[src/rtl/fifo_rr_scheduler_if.sv]
// ---------------------------------------------------------------------------
// fifo_rr_scheduler_if
//   Shared output stream of the round-robin FIFO scheduler.
//
//   Signals
//     data_o   word taken from the granted FIFO
//     ch_o     index of the channel that sourced data_o
//     valid_o  data_o / ch_o / last_o are meaningful this cycle
//     ready_i  downstream consumer accepts the word this cycle
//     last_o   word closes a full-quota burst
//
//   Modports
//     master   scheduler side (drives the word, samples ready)
//     slave    consumer side (samples the word, drives ready)
// ---------------------------------------------------------------------------
interface fifo_rr_scheduler_if #(
  parameter int DATA_WIDTH = 8,
  parameter int CH_WIDTH   = 2
);

  logic [DATA_WIDTH-1:0] data_o;
  logic [CH_WIDTH-1:0]   ch_o;
  logic                  valid_o;
  logic                  ready_i;
  logic                  last_o;

  modport master (
    output data_o,
    output ch_o,
    output valid_o,
    output last_o,
    input  ready_i
  );

  modport slave (
    input  data_o,
    input  ch_o,
    input  valid_o,
    input  last_o,
    output ready_i
  );

endinterface : fifo_rr_scheduler_if

[src/rtl/fifo_rr_scheduler.sv]
// ---------------------------------------------------------------------------
// fifo_rr_scheduler
//   Drains CH_AMOUNT first-word-fall-through FIFOs onto one valid/ready
//   stream. Channels are granted round-robin. Each grant may move up to
//   BURST_LEN words, and every word is tagged with its source channel.
//
//   Ports
//     clk_i         clock
//     rst_i         asynchronous, active-high reset
//     ch_mask_i     per-channel eligibility, looked at only while idle
//     fifo_empty_i  empty flag of each FIFO
//     fifo_data_i   head word of each FIFO, channel k at [k*DATA_WIDTH +: DATA_WIDTH]
//     fifo_rd_o     read strobe of each FIFO (one-hot or zero)
//     busy_o        a grant is active
//     out_if        output stream (data_o, ch_o, valid_o, ready_i, last_o)
// ---------------------------------------------------------------------------
module fifo_rr_scheduler #(
  parameter int CH_AMOUNT  = 4,
  parameter int DATA_WIDTH = 8,
  parameter int BURST_LEN  = 4,
  parameter int CH_WIDTH   = $clog2(CH_AMOUNT),
  parameter int CNT_WIDTH  = $clog2(BURST_LEN) + 1
) (
  input  logic                            clk_i,
  input  logic                            rst_i,
  input  logic [CH_AMOUNT-1:0]            ch_mask_i,
  input  logic [CH_AMOUNT-1:0]            fifo_empty_i,
  input  logic [CH_AMOUNT*DATA_WIDTH-1:0] fifo_data_i,
  output logic [CH_AMOUNT-1:0]            fifo_rd_o,
  output logic                            busy_o,
  fifo_rr_scheduler_if.master             out_if
);

  typedef enum logic [0:0] {
    ST_IDLE  = 1'b0,
    ST_GRANT = 1'b1
  } state_t;

  // Registered state
  state_t               state_r;
  logic [CH_WIDTH-1:0]  grant_r;   // channel owning the current grant
  logic [CH_WIDTH-1:0]  ch_r;      // registered copy of the winner for ch_o
  logic [CH_WIDTH-1:0]  ptr_r;     // last channel served; search starts after it
  logic [CNT_WIDTH-1:0] cnt_r;     // words moved in the current grant
  logic                 busy_r;

  // Combinational helpers
  logic [CH_AMOUNT-1:0]  req_s;
  logic [CH_WIDTH-1:0]   cand_s;
  logic [CH_WIDTH-1:0]   win_s;
  logic                  win_found_s;
  logic                  in_grant_s;
  logic                  valid_s;
  logic                  xfer_s;
  logic                  last_s;
  logic                  head_empty_s;
  logic [DATA_WIDTH-1:0] data_s;
  logic [CH_AMOUNT-1:0]  rd_s;
  logic [DATA_WIDTH-1:0] ch_data_s [CH_AMOUNT];

  // Unpack the flat FIFO data bus into one word per channel.
  for (genvar k = 0; k < CH_AMOUNT; k++) begin : g_unpack
    assign ch_data_s[k] = fifo_data_i[k*DATA_WIDTH +: DATA_WIDTH];
  end

  // Round-robin search: start one past the last-served channel, with wrap,
  // so the channel just served has the lowest priority.
  always_comb begin
    req_s       = ~fifo_empty_i & ch_mask_i;
    cand_s      = {CH_WIDTH{1'b0}};
    win_s       = {CH_WIDTH{1'b0}};
    win_found_s = 1'b0;
    for (int i = 1; i <= CH_AMOUNT; i++) begin
      cand_s = CH_WIDTH'((int'(ptr_r) + i) % CH_AMOUNT);
      if (!win_found_s && req_s[cand_s]) begin
        win_found_s = 1'b1;
        win_s       = cand_s;
      end else begin
        win_found_s = win_found_s;
      end
    end
  end

  // Stream handshake of the granted channel. Valid follows the FIFO's empty
  // flag directly, so a word appears the cycle the FIFO presents it.
  always_comb begin
    in_grant_s   = (state_r == ST_GRANT);
    head_empty_s = fifo_empty_i[grant_r];
    valid_s      = in_grant_s & ~head_empty_s;
    xfer_s       = valid_s & out_if.ready_i;
    last_s       = valid_s & (cnt_r == CNT_WIDTH'(BURST_LEN - 1));
    if (in_grant_s) begin
      data_s = ch_data_s[grant_r];
    end else begin
      data_s = {DATA_WIDTH{1'b0}};
    end
  end

  // Read strobe goes only to the granted FIFO and only on an accepted word,
  // which keeps fifo_rd_o one-hot or zero and never reads an empty FIFO.
  always_comb begin
    rd_s = {CH_AMOUNT{1'b0}};
    for (int k = 0; k < CH_AMOUNT; k++) begin
      if (xfer_s && (grant_r == CH_WIDTH'(k))) begin
        rd_s[k] = 1'b1;
      end else begin
        rd_s[k] = 1'b0;
      end
    end
  end

  // Scheduler FSM: arbitrate in IDLE, then stream from the winner until the
  // quota is met or its FIFO runs dry.
  always_ff @(posedge clk_i or posedge rst_i) begin
    if (rst_i) begin
      state_r <= ST_IDLE;
      grant_r <= {CH_WIDTH{1'b0}};
      ch_r    <= {CH_WIDTH{1'b0}};
      ptr_r   <= CH_WIDTH'(CH_AMOUNT - 1);
      cnt_r   <= {CNT_WIDTH{1'b0}};
      busy_r  <= 1'b0;
    end else begin
      case (state_r)
        ST_IDLE: begin
          if (win_found_s) begin
            grant_r <= win_s;
            ch_r    <= win_s;
            cnt_r   <= {CNT_WIDTH{1'b0}};
            busy_r  <= 1'b1;
            state_r <= ST_GRANT;
          end else begin
            busy_r  <= 1'b0;
          end
        end
        ST_GRANT: begin
          if (head_empty_s) begin
            // Early release: the FIFO ran dry before the quota was used.
            ptr_r   <= grant_r;
            busy_r  <= 1'b0;
            state_r <= ST_IDLE;
          end else if (xfer_s) begin
            cnt_r <= cnt_r + CNT_WIDTH'(1);
            if (last_s) begin
              ptr_r   <= grant_r;
              busy_r  <= 1'b0;
              state_r <= ST_IDLE;
            end else begin
              busy_r  <= 1'b1;
            end
          end else begin
            // Backpressure: hold everything, no timeout.
            busy_r <= 1'b1;
          end
        end
        default: begin
          state_r <= ST_IDLE;
          busy_r  <= 1'b0;
        end
      endcase
    end
  end

  assign fifo_rd_o      = rd_s;
  assign busy_o         = busy_r;
  assign out_if.data_o  = data_s;
  assign out_if.ch_o    = ch_r;
  assign out_if.valid_o = valid_s;
  assign out_if.last_o  = last_s;

endmodule : fifo_rr_scheduler

[src/flat_wrapper.sv]
// flat-port wrapper written by rule: the top's interface ports become plain ports
module fifo_rr_scheduler_flat 
#(
  parameter int CH_AMOUNT  = 4,
  parameter int DATA_WIDTH = 8,
  parameter int BURST_LEN  = 4,
  parameter int CH_WIDTH   = $clog2(CH_AMOUNT),
  parameter int CNT_WIDTH  = $clog2(BURST_LEN) + 1
)
  (clk_i, rst_i, ch_mask_i, fifo_empty_i, fifo_data_i, fifo_rd_o, busy_o, out_if_data_o, out_if_ch_o, out_if_valid_o, out_if_last_o, out_if_ready_i);
  fifo_rr_scheduler_if #(.DATA_WIDTH(DATA_WIDTH), .CH_WIDTH(CH_WIDTH)) out_if_i ();
  input  logic clk_i;
  input  logic rst_i;
  input  logic [CH_AMOUNT-1:0] ch_mask_i;
  input  logic [CH_AMOUNT-1:0] fifo_empty_i;
  input  logic [CH_AMOUNT*DATA_WIDTH-1:0] fifo_data_i;
  output logic [CH_AMOUNT-1:0] fifo_rd_o;
  output logic busy_o;
  output wire logic [$bits(out_if_i.data_o)-1:0] out_if_data_o;
  output wire logic [$bits(out_if_i.ch_o)-1:0] out_if_ch_o;
  output wire logic [$bits(out_if_i.valid_o)-1:0] out_if_valid_o;
  output wire logic [$bits(out_if_i.last_o)-1:0] out_if_last_o;
  input wire logic [$bits(out_if_i.ready_i)-1:0] out_if_ready_i;
  assign out_if_data_o = out_if_i.data_o;
  assign out_if_ch_o = out_if_i.ch_o;
  assign out_if_valid_o = out_if_i.valid_o;
  assign out_if_last_o = out_if_i.last_o;
  assign out_if_i.ready_i = out_if_ready_i;
  fifo_rr_scheduler #(.CH_AMOUNT(CH_AMOUNT), .DATA_WIDTH(DATA_WIDTH), .BURST_LEN(BURST_LEN), .CH_WIDTH(CH_WIDTH), .CNT_WIDTH(CNT_WIDTH)) u_core (.clk_i(clk_i), .rst_i(rst_i), .ch_mask_i(ch_mask_i), .fifo_empty_i(fifo_empty_i), .fifo_data_i(fifo_data_i), .fifo_rd_o(fifo_rd_o), .busy_o(busy_o), .out_if(out_if_i));
endmodule
[config.mk]
export PLATFORM = sky130hd
export DESIGN_NAME = fifo_rr_scheduler_flat
export DESIGN_NICKNAME = d
export VERILOG_FILES = /design/src/rtl/fifo_rr_scheduler_if.sv /design/src/rtl/fifo_rr_scheduler.sv /design/src/flat_wrapper.sv
export SDC_FILE = /design/constraint.sdc
export NUM_CORES = 1
export LEC_CHECK = 0
export ABC_AREA = 1
export BUFFER_PORTS_ARGS = -buffer_cell sky130_fd_sc_hd__buf_2
export CORE_UTILIZATION = 40
export CTS_BUF_LIST = sky130_fd_sc_hd__clkbuf_2 sky130_fd_sc_hd__clkbuf_4 sky130_fd_sc_hd__clkbuf_8
export DETAILED_ROUTE_END_ITERATION = 6
export PLACE_DENSITY_LB_ADDON = 0.1
export SLEW_MARGIN = 25
export SYNTH_ARGS = -nofsm -noshare
export SYNTH_HDL_FRONTEND = slang
export SYNTH_SLANG_ARGS = --single-unit
[constraint.sdc]
create_clock -name clk_i -period 1.4 [get_ports clk_i]
set_input_delay 0.14 -clock clk_i [delete_from_list [all_inputs] [get_ports clk_i]]
set_output_delay 0.14 -clock clk_i [all_outputs]
set_load 0.1 [all_outputs]
; ---- Yosys cells after proc, flatten, opt, wreduce, memory -nomap -nowiden
; Index checks and enable logic that the tools add are counted.
[op_classes]
add_sub_neg = 5
magnitude_cmp = 6
n_eq_ne = 7
n_mux = 38
bitwise_logic = 8
reduce_logical = 16
[ops]
columns = operator, count
row1 = 2-to-1 mux 8 bit, 3
row2 = 2-to-1 mux 1 bit, 17
row3 = binary-select mux 8 bit (select 2 bit), 1
row4 = less-than comparator 2 x 3 -> 1 bit (second input constant), 5
row5 = 2-to-1 mux 2 bit, 7
row6 = binary-select mux 1 bit (select 2 bit), 5
row7 = 2-to-1 mux 3 bit, 3
row8 = logical AND 1 bit, 7
row9 = case mux 3 bit (2 select lines), 1
row10 = AND reduction 3 bit, 2
row11 = adder 2 x 1 -> 2 bit (second input constant), 2
row12 = adder 2 bit (second input constant), 2
row13 = AND 4 bit, 1
row14 = equality test 2 bit (second input constant), 2
row15 = inequality test 2 bit (second input constant), 2
row16 = NOT 4 bit, 1
row17 = nonzero test 2 bit, 2
row18 = adder 3 x 1 -> 3 bit (second input constant), 1
row19 = AND 1 bit, 3
row20 = equality test 3 x 2 -> 1 bit (second input constant), 1
row21 = >= comparator 3 bit (second input constant), 1
row22 = logical NOT 1 bit, 3
row23 = NOT 2 -> 3 bit, 1
row24 = equality test 2 x 1 -> 1 bit (second input constant), 1
row25 = other kinds (5), 6
[totals]
regBits = 8
output_inout_bits = 17
elab_cells = 84

; ---- Logic depth before layout (Yosys ltp)
[depth]
word_depth = 16
mapped_depth = 13
ltp_nobuf = 12

; ---- Worst setup path before layout
; OpenSTA, ideal clock, no wires.
[synth_timing]
path_kind = register to output
startpoint = register u_core.grant_r[1]
endpoint = output out_if_data_o[0]
arrival_ps = 3325
required_time_ps = 1260
path_slack_ps = -2065
stages_incl_launch_ff = 5
path_buffers = 2
path_cell_list = dfrtp_1 -> buf_2 -> buf_1 -> nand3_1 -> a31oi_1
[synth_between]
elab_chain_cells = 5
[synth_lines]
columns = element, line
row1 = "start, declared", fifo_rr_scheduler.sv:41  ; logic [CH_WIDTH-1:0] grant_r;
row2 = "start signal, assigned", fifo_rr_scheduler.sv:117  ; grant_r <= {CH_WIDTH{1'b0}};
row3 = "start signal, assigned", fifo_rr_scheduler.sv:126  ; grant_r <= win_s;
row4 = NOT 2 -> 3 bit (implied by the code), fifo_rr_scheduler.sv:93  ; data_s = ch_data_s[grant_r];
row5 = binary-select mux 8 bit (select 2 bit), fifo_rr_scheduler.sv:93
row6 = 2-to-1 mux 8 bit (implied by the code) (2 in series), fifo_rr_scheduler.sv:93
row7 = 2-to-1 mux 8 bit, fifo_rr_scheduler.sv:92  ; if (in_grant_s) begin
row8 = "end, declared", flat_wrapper.sv:19  ; output wire logic [$bits(out_if_i.data_o)-1:0] out_if_data_o;
; Every way passes these cells. The select of a mux whose other input is x is not followed.

; ---- Final worst setup path
[layout_timing]
startpoint = register u_core.grant_r[1]
endpoint = output fifo_rd_o[2]
[layout_between]
elab_chain_cells = 7
[layout_lines]
columns = element, line
row1 = binary-select mux 1 bit (select 2 bit), fifo_rr_scheduler.sv:88  ; head_empty_s = fifo_empty_i[grant_r];
row2 = 2-to-1 mux 1 bit (implied by the code), fifo_rr_scheduler.sv:88
row3 = NOT 1 bit, fifo_rr_scheduler.sv:89  ; valid_s = in_grant_s & ~head_empty_s;
row4 = AND 1 bit, fifo_rr_scheduler.sv:89
row5 = AND 1 bit, fifo_rr_scheduler.sv:90  ; xfer_s = valid_s & out_if.ready_i;
row6 = logical AND 1 bit *, fifo_rr_scheduler.sv:104  ; if (xfer_s && (grant_r == CH_WIDTH'(k))) begin
row7 = 2-to-1 mux 1 bit *, fifo_rr_scheduler.sv:104
row8 = "end, declared", flat_wrapper.sv:17  ; output logic [CH_AMOUNT-1:0] fifo_rd_o;
; Mark *: on every way between the ends. The rest lies on a longest branch, timed or not. The select of a mux whose other input is x is not followed.

==> flow_summary.json <==
{
  "cts_sinks": 8,
  "worstSetupPathType": "flop to output port",
  "finalCritPeriodShare_pct": 134,
  "clkLatencyLatePin_ns": 0.27,
  "start_util_pct": 42.7,
  "drtIter0Drc": 116,
  "crit_required_ns": 1.26,
  "cap_violations": 0,
  "fin_tns_setup_ns": -8.76,
  "critPathCaptureType": "output port",
  "drv_slew": 0,
  "drtPass1Iterations": 7,
  "placed_area_um2": 1860,
  "grt_max_degree": 19,
  "finish.utilization_pct": 90.4,
  "maxSlewHeadroom_pct": 66.1,
  "grt_use_total_pct": 44.1,
  "hp-class": "input port to flop",
  "p_leak_nw": 0.962,
  "num-fill-cells": 98,
  "cts.htree.levels": 1,
  "globalplace.congestion": 0.849,
  "syn_area_per_cell_um2": 6.28,
  "syn_inst": 152,
  "antennaDiodeCount": 0,
  "vias": 1648,
  "violations": "DRC, setup timing",
  "drt-total-wl_um": 5730,
  "io_pins": 60,
  "rsz0062_at_grt": "true",
  "die-area_um2": 2590,
  "cts_root_buffer": "clkbuf_4",
  "die-height_um": 50.9,
  "cp-start-kind": "flop",
  "grt_pass1_wl_um": 7960,
  "min_period_ns": 1.88,
  "design_area_um2": 2020,
  "cts_tree": "done",
  "synthToLayoutAreaGrowth_pct": 112,
  "synth_nets": 197,
  "setup_violations": 22,
  "route.detailed.drc": 1,
  "final_layout_size_suffix_gt1_share_pct": 60.8,
  "hold_viol": 0,
  "final_nets": 283,
  "syn_area_um2": 955,
  "die_width_um": 50.9,
  "avgViaCountPerCell": 6.22,
  "ys_seq_area_share_pct": 21.2,
  "clock.fmax_mhz": 531,
  "clock-skew-final_ns": 0.00997,
  "layout_setup_ws_ns": -0.483,
  "cts_buffers": 3,
  "antenna_found_initial": 0,
  "worstPathArrival_ns": 1.74,
  "status": "complete, but fails checks",
  "rows": 17,
  "powerDensity_nw_per_um2": 3090,
  "tightest_slew_ns": 0.513,
  "routedWlPerCell_um": 21.6,
  "grt_pass1_vias": 1560,
  "synth_cell_type_count": 24,
  "cts_buffer_depth": 2,
  "yosys_warnings": 0,
  "dp_hpwl_um": 2950,
  "antenna_left": 0,
  "io_buffers": 59,
  "core_area_um2": 2230,
  "synth-seq-cells": 8,
  "crit_fanout": 6,
  "cts.reportedPaths.clkPinSlew_ns": 0.07,
  "gr-total-overflow": 0,
  "ir_drop_mv": 2.44
}
stage by stage:
| step | total power [mW] | instances | worst slack, ns | hold WS (ns) |
|---|---|---|---|---|
| floorplan | 3.81 | 152 | -0.629 | -0.0457 |
| global placement | 5.19 | 250 | -0.241 | 0.0986 |
| detailed placement | 5.31 | 250 | -0.283 | 0.111 |
| CTS | 5.78 | 262 | -0.439 | 0.307 |
| global route | 6.40 | 265 | -0.560 | 0.359 |
| finish | 6.25 | 265 | -0.483 | 0.332 |
report_power, final:
group / total (mW) / internal (mW) / leakage (nW) / switching (mW)
Sequential: 0.558 / 0.374 / 0.0945 / 0.184
Combinational: 5.46 / 1.92 / 0.849 / 3.54
Clock: 0.230 / 0.130 / 0.0184 / 0.100
Total: 6.25 / 2.42 / 0.962 / 3.83
timing repair:
action                     CTS  global route
pin swaps                    5             2
hold endpoints to repair     6             0
hold buffers                 1             0
gates resized for setup     10             4
setup endpoints to repair   22            22
setup buffers                7             3
per-layer routing:
| layer | up-vias | track usage [%] | wire [um] |
|---|---|---|---|
| met5 | - | 0 | 0 |
| li1 | 689 | - | - |
| met3 | 53 | 10.4 | 636 |
| met1 | 730 | 48.4 | 1890 |
| met2 | 176 | 78.4 | 2780 |
| met4 | 0 | 22.2 | 425 |
cell usage after synthesis, drive strengths merged:
| master | n | area, um^2 |
|---|---|---|
| dfstp | 2 | 52.6 |
| nor2 | 8 | 52.6 |
| a22oi | 8 | 60.1 |
| nand2 | 44 | 178 |
| nand3 | 35 | 185 |
| xnor2 | 1 | 8.76 |
| o21ai | 4 | 20.0 |
| or2 | 2 | 12.5 |
| nand4 | 2 | 12.5 |
| dfrtp | 6 | 150 |
| a31oi | 8 | 50.1 |
| clkbuf | 1 | 3.75 |
| buf | 6 | 40.0 |
| ha | 2 | 25.0 |
| inv | 21 | 78.8 |
| o22ai | 2 | 25.0 |
critical path, stage by stage, from the launching register on:
cell	delay, ns
dfrtp_4	0.49
inv_4	0.07
nand2_4	0.11
o22ai_4	0.09
nor2_4	0.12
nand2_4	0.07
nor2_4	0.15
inv_6	0.08
nor2_4	0.12
buf_12	0.18
flip-flops by register name (all words and copies together) (netlist names):
| name | flops |
|---|---|
| u_core.cnt_r | 3 |
| u_core.grant_r | 2 |
| u_core.ptr_r | 2 |
| u_core.in_grant_s | 1 |
final timing paths:
| check | from | end | slack (ns) | depth (start not counted) |
|---|---|---|---|---|
| min | out_if_ready_i | u_core.in_grant_s$_DFF_PP0_ | 0.33 | 4 |
| max | u_core.grant_r[1]$_DFFE_PP0P_ | fifo_rd_o[2] | -0.48 | 9 |
| max in group asynchronous | rst_i | u_core.grant_r[0]$_DFFE_PP0P_ | 0.68 | 3 |
| min in group asynchronous | rst_i | u_core.grant_r[1]$_DFFE_PP0P_ | 0.40 | 3 |
| min reg2reg | u_core.cnt_r[1]$_DFFE_PP0P_ | u_core.cnt_r[1]$_DFFE_PP0P_ | 0.56 | 2 |
| max reg2reg | u_core.ptr_r[0]$_DFFE_PP1P_ | u_core.grant_r[0]$_DFFE_PP0P_ | -0.48 | 12 |
cell type report:
cell class                      instances  area, um^2  share of cell area [%]
Multi-Input combinational cell        116         875                    43.3
Clock buffer                            4        30.0                    1.49
Inverter                               21        93.8                    4.65
Timing Repair Buffer                   88         772                    38.2
Tap cell                               28        35.0                    1.73
Sequential cell                         8         214                    10.6
placed cells by master, fill, tap and decap left out, types with 2 or more instances in the layout:
cell and count:
inv_4 4, nand3_1 30, buf_4 26, dfstp_2 2, buf_12 17, nand2_2 8
a31oi_4 8, a22oi_1 7, o21ai_1 4, or2_0 2, nand4_1 2, inv_2 5
dfrtp_4 3, nand2_1 30, nor2_4 8, dfrtp_1 3, nand2_4 6, ha_1 2
o22ai_4 2, inv_1 11, buf_2 43, nand3_2 5, clkbuf_4 4
cells by family after synthesis:
logic type                 count (synthesis)  share of synthesized area (%)
AOI/OAI and AO/OA                         22                           16.3
adders and majority gates                  2                           2.62
and+or+nand+nor                           91                           46.1
xor gates and xnor gates                   1                          0.918
buffers and inverters                     28                           12.8
DFF                                        8                           21.2
Note: power is estimated with default switching activity, not from simulation.
